## src/rtl/quad_pkg.sv

```systemverilog
// Shared types for the quadrature decoder: phase codes, direction constants
// and the step classifier used by the counter.
package quad_pkg;

  typedef enum logic [1:0] {
    S00 = 2'b00,
    S01 = 2'b01,
    S10 = 2'b10,
    S11 = 2'b11
  } phase_e;

  typedef enum logic [1:0] {
    MvNone,
    MvUp,
    MvDown,
    MvIllegal
  } move_e;

  localparam logic DIR_UP = 1'b1;
  localparam logic DIR_DN = 1'b0;

  // Position of an AB code along the forward cycle 00 -> up_first -> 11 -> ~up_first.
  function automatic logic [1:0] phase_pos(input logic [1:0] ab, input logic [1:0] up_first);
    if (ab == 2'b00) begin
      return 2'd0;
    end else if (ab == 2'b11) begin
      return 2'd2;
    end else if (ab == up_first) begin
      return 2'd1;
    end else begin
      return 2'd3;
    end
  endfunction

  function automatic move_e classify(input logic [1:0] prev, input logic [1:0] cur,
                                     input logic [1:0] up_first);
    logic [1:0] delta;
    move_e      mv;
    delta = phase_pos(cur, up_first) - phase_pos(prev, up_first);
    unique case (delta)
      2'd0:    mv = MvNone;
      2'd1:    mv = MvUp;
      2'd2:    mv = MvIllegal;
      default: mv = MvDown;
    endcase
    return mv;
  endfunction

endpackage

```

## src/rtl/sync_2ff.sv

```systemverilog
// Two-flop synchronizer for one asynchronous single-bit input.
module sync_2ff (
  input  logic clk,
  input  logic rst_n,
  input  logic d,
  output logic q
);

  logic meta_q;

  always_ff @(posedge clk or negedge rst_n) begin
    if (!rst_n) begin
      meta_q <= 1'b0;
      q      <= 1'b0;
    end else begin
      meta_q <= d;
      q      <= meta_q;
    end
  end

endmodule

```

## src/rtl/quad_decoder_counter.sv

```systemverilog
// Quadrature decoder with a loadable WIDTH-bit position counter, wrap pulse and
// sticky illegal-transition flag. All outputs are registered.
module quad_decoder_counter
  import quad_pkg::*;
#(
  parameter int unsigned WIDTH     = 4,
  parameter logic [1:0]  UP_SEQ_AB = 2'b10
) (
  input  logic             clk,
  input  logic             rst_n,
  input  logic             quad_a,
  input  logic             quad_b,
  input  logic             load,
  input  logic [WIDTH-1:0] d_in,
  input  logic             clr_err,
  output logic [WIDTH-1:0] count,
  output logic             dir,
  output logic             step,
  output logic             wrap,
  output logic             err
);

  logic       a_sync, b_sync;
  logic [1:0] ab_sync;
  phase_e     phase_q;
  logic       armed_q;
  logic [1:0] fill_q;
  move_e      mv;

  sync_2ff u_sync_a (
    .clk   (clk),
    .rst_n (rst_n),
    .d     (quad_a),
    .q     (a_sync)
  );

  sync_2ff u_sync_b (
    .clk   (clk),
    .rst_n (rst_n),
    .d     (quad_b),
    .q     (b_sync)
  );

  assign ab_sync = {a_sync, b_sync};

  always_comb begin
    mv = MvNone;
    if (armed_q) begin
      mv = classify(phase_q, ab_sync, UP_SEQ_AB);
    end
  end

  always_ff @(posedge clk or negedge rst_n) begin
    if (!rst_n) begin
      count   <= '0;
      dir     <= DIR_UP;
      step    <= 1'b0;
      wrap    <= 1'b0;
      err     <= 1'b0;
      phase_q <= S00;
      armed_q <= 1'b0;
      fill_q  <= 2'b00;
    end else begin
      step   <= 1'b0;
      wrap   <= 1'b0;
      // fill_q[1] marks that the synchronizer output holds a post-reset sample.
      fill_q <= {fill_q[0], 1'b1};

      if (armed_q) begin
        phase_q <= phase_e'(ab_sync);
      end else if (fill_q[1]) begin
        phase_q <= phase_e'(ab_sync);
        armed_q <= 1'b1;
      end

      if (mv == MvIllegal) begin
        err <= 1'b1;
      end else if (clr_err) begin
        err <= 1'b0;
      end

      if (load) begin
        count <= d_in;
      end else if (mv == MvUp) begin
        count <= count + 1'b1;
        step  <= 1'b1;
        dir   <= DIR_UP;
        wrap  <= &count;
      end else if (mv == MvDown) begin
        count <= count - 1'b1;
        step  <= 1'b1;
        dir   <= DIR_DN;
        wrap  <= (count == '0);
      end
    end
  end

endmodule

```

## config.mk

```make
export PLATFORM = sky130hd
export DESIGN_NAME = quad_decoder_counter
export DESIGN_NICKNAME = d
export VERILOG_FILES = /design/src/rtl/quad_pkg.sv /design/src/rtl/sync_2ff.sv /design/src/rtl/quad_decoder_counter.sv
export SDC_FILE = /design/constraint.sdc
export NUM_CORES = 1
export LEC_CHECK = 0
export CAP_MARGIN = 30
export CORE_AREA = 2 2 55 57
export DETAILED_ROUTE_END_ITERATION = 8
export DIE_AREA = 0 0 57 59
export SKIP_CTS_REPAIR_TIMING = 1
export SYNTH_ARGS = -nofsm -noshare
export SYNTH_HDL_FRONTEND = slang
export SYNTH_SLANG_ARGS = --single-unit
```

## constraint.sdc

```tcl
create_clock -name clk -period 3.95 [get_ports clk]
set_input_delay 0.395 -clock clk [delete_from_list [all_inputs] [get_ports clk]]
set_output_delay 0.395 -clock clk [all_outputs]
set_load 0.02 [all_outputs]
```

==> impl_metrics.json <==
{
  "rrSetupSlack_ns": 0.85,
  "io_pins": 18,
  "grt_antenna_before_repair": 0,
  "min_path_type": "reg2reg",
  "n_antenna_cell": 0,
  "dr_total_vias": 681,
  "fp.dieW_um": 57,
  "slew_viol_final": 0,
  "grt_pass1_vias": 660,
  "drc": 0,
  "syn_nets": 107,
  "synth_area_leaders": "dfrtp_1 (43%), ha_1 (12%), inv_1 (4.0%), dfstp_2 (2.8%), nor2_1 (2.8%)",
  "status": "finished, final reports clean",
  "synth_most_common_cell": "dfrtp_1",
  "final_util_pct": 42.8,
  "routed_wl_um": 1670,
  "hold_violations": 0,
  "peakVddDrop_mv": 0.358,
  "portBuffers": 17,
  "yosys_warnings": 0,
  "cts.sinks": 17,
  "cts_tree": "done",
  "clock_latency_ns": 0.29,
  "detail_route.wl_per_cell_um": 12.1,
  "initial_core_util_pct": 34.5,
  "ant_nets": 0,
  "power.switching_w": 0.000282,
  "hold_depth": 0,
  "clockPowerShare_pct": 13.3,
  "p_int_w": 0.000419,
  "post-route-period-util_pct": 78.5,
  "clockRootBuffer": "clkbuf_4",
  "yosysUniqueCellTypes": 31,
  "via_per_inst": 4.93,
  "worstPathMaxFanout": 8,
  "path_class": "reg2reg",
  "cts_made_buffers": 3,
  "r2r_start": "u_sync_a.q",
  "power_density_nw_per_um2": 604,
  "hp-start": "fill_q[0]",
  "combPwrFrac_pct": 50.8,
  "rows": 19,
  "min_period_ns": 3.10,
  "fmax_ghz": 0.323,
  "worst-r2r-cell-count": 12,
  "rsz0062_at_grt": "false",
  "end_kind": "flop",
  "tightest_slew_ns": 0.729,
  "grt_pass1_wl_um": 2820,
  "seqPwrFrac_pct": 35.9,
  "synth_top_area_share_pct": 42.8,
  "swShare_pct": 40.2,
  "worstReg2RegEnd": "count[3]",
  "hpwl_um": 1330,
  "synth_largest_area_cell": "dfrtp_1",
  "setup.worst_path.start_class": "flop",
  "synthArstFlopShare_pct": 100,
  "setup_tns_ns": 0,
  "postSynthAreaPerCell_um2": 10.7,
  "drv_cap": 0,
  "dr.pass1.iters": 4,
  "path_clk_slew_ns": 0.10,
  "finalSetupViolCount": 0,
  "synthFlopType": "dfrtp_1",
  "cts_max_level": 1,
  "die_area_um2": 3360,
  "synthTopCellsByCount": "dfrtp_1 (16), inv_1 (10), ha_1 (9), nor2_1 (7)",
  "fin_nets": 128,
  "slew_headroom_pct": 51.2,
  "overflow": 0,
  "area_growth_pct": 24.1,
  "arrival_ns": 3.30,
  "drt_iter0_drc": 17,
  "clock_path_buffers": 2,
  "die_h_um": 59,
  "skew_ns": 0.00514,
  "worstHoldEndpoint": "fill_q[1]",
  "syn_inst": 87,
  "synth_edf_count": 0,
  "gp_congestion": 0.763,
  "grt_max_degree": 18,
  "core_um2": 2710,
  "drive_gt1_share_pct": 8.41,
  "p_leak_nw": 0.540,
  "required_ns": 4.15,
  "grt.total_usage_pct": 10.9,
  "synth_seq_area_share_pct": 45.6,
  "syn_area_um2": 935,
  "ys_seq_elements": 17
}
## cell families (layout without fill, tap and decap cells)
family	Yosys count	after routing	share of synthesized area, %
XOR/XNOR	4	4	3.75
other	1	1	0.401
adder cells (fa/ha/maj)	10	10	14.2
AND/OR/NAND/NOR	23	23	13.9
flip-flops	17	17	45.6
buffers and inverters	12	32	5.62
multiplexers	1	1	1.20
AO/OA/AOI/OAI	19	19	15.3
## worst max path at each step
| stage | cells after the start | from | endpoint |
|---|---|---|---|
| 2_1_floorplan | 13 | u_sync_a.q | count[3] |
| 3_5_place_dp | 12 | u_sync_a.q | count[3] |
| 6_report | 12 | u_sync_a.q | count[3] |
| 5_1_grt | 12 | u_sync_a.q | count[3] |
| 3_3_place_gp | 11 | phase_q[0] | count[3] |
| 4_1_cts | 12 | u_sync_a.q | count[3] |
## cell usage in the layout (no fill, tap or decap), drive strengths merged
| master | instances |
|---|---|
| and3 | 1 |
| clkbuf | 3 |
| nor4b | 1 |
| nor4 | 1 |
| a21o | 1 |
| xnor2 | 3 |
| ha | 9 |
| clkinv | 1 |
| xor2 | 1 |
| dfrtp | 16 |
| nand4bb | 1 |
| nand3 | 4 |
| mux2 | 1 |
| a21oi | 3 |
| o2111a | 1 |
| nand2b | 1 |
| nand2 | 4 |
| inv | 11 |
| nor2 | 7 |
| a31oi | 2 |
| clkdlybuf4s50 | 17 |
| a221oi | 1 |
| o31ai | 2 |
| o211a | 2 |
| nor3 | 3 |
| o32ai | 1 |
| conb | 1 |
| o21ai | 3 |
| dfstp | 1 |
| o211ai | 1 |
| a21boi | 2 |
| fa | 1 |
## worst max-delay path, stage by stage (launching register included)
cell and delay, ns:
dfrtp_1 0.36, inv_1 0.06, ha_1 0.27, inv_1 0.04, ha_1 0.20, xnor2_1 0.21, ha_1 0.38, nor4b_4 0.45
inv_2 0.14, ha_1 0.34, a21oi_1 0.19, a21boi_0 0.13, a221oi_2 0.25
## power groups by stage
stage / combinational, W / clock, W / sequential, W
finish: 0.000356 / 0.0000930 / 0.000252
global route: 0.000398 / 0.000104 / 0.000259
CTS: 0.000360 / 0.0000958 / 0.000253
detailed placement: 0.000358 / 0 / 0.000257
global placement: 0.000352 / 0 / 0.000255
floorplan: 0.000218 / 0 / 0.000285
## stage by stage
step	hold slack, ns	std cells	area [um^2]	power, W	setup WS, ns
final	0.359	138	1160	0.000701	0.850
after global routing	0.371	138	1160	0.000761	0.615
after CTS	0.358	138	1160	0.000709	0.823
after detailed placement	0.335	134	1130	0.000615	0.869
after global placement	0.333	134	1130	0.000608	0.925
after floorplan	0.0994	87	935	0.000503	1.09
## per-layer routing
layer / GRT usage [%] / up-vias / share of wire, %
met4: 3.99 / 0 / 1.6
met5: 0 / - / 0
met1: 14.0 / 326 / 46
met3: 2.18 / 4 / 3.1
met2: 18.2 / 8 / 49
li1: - / 343 / -
## area by class of cell
cell class	instances	area, um^2
inverter	11	41.3
sequential	17	427
fill	283	1550
clock inverter	1	5.00
timing repair buffer	17	170
tap	31	38.8
multi-input combinational	58	455
clock buffer	3	22.5
## registers in the layout (all words and copies together), names as in the netlist
name and flops:
armed_q 1, count 4, dir 1, err 1, fill_q 2, phase_q 2
step 1, u_sync_a.meta_q 1, u_sync_a.q 1, u_sync_b.meta_q 1, u_sync_b.q 1, wrap 1
No activity file was read; power rests on OpenSTA's default activity.
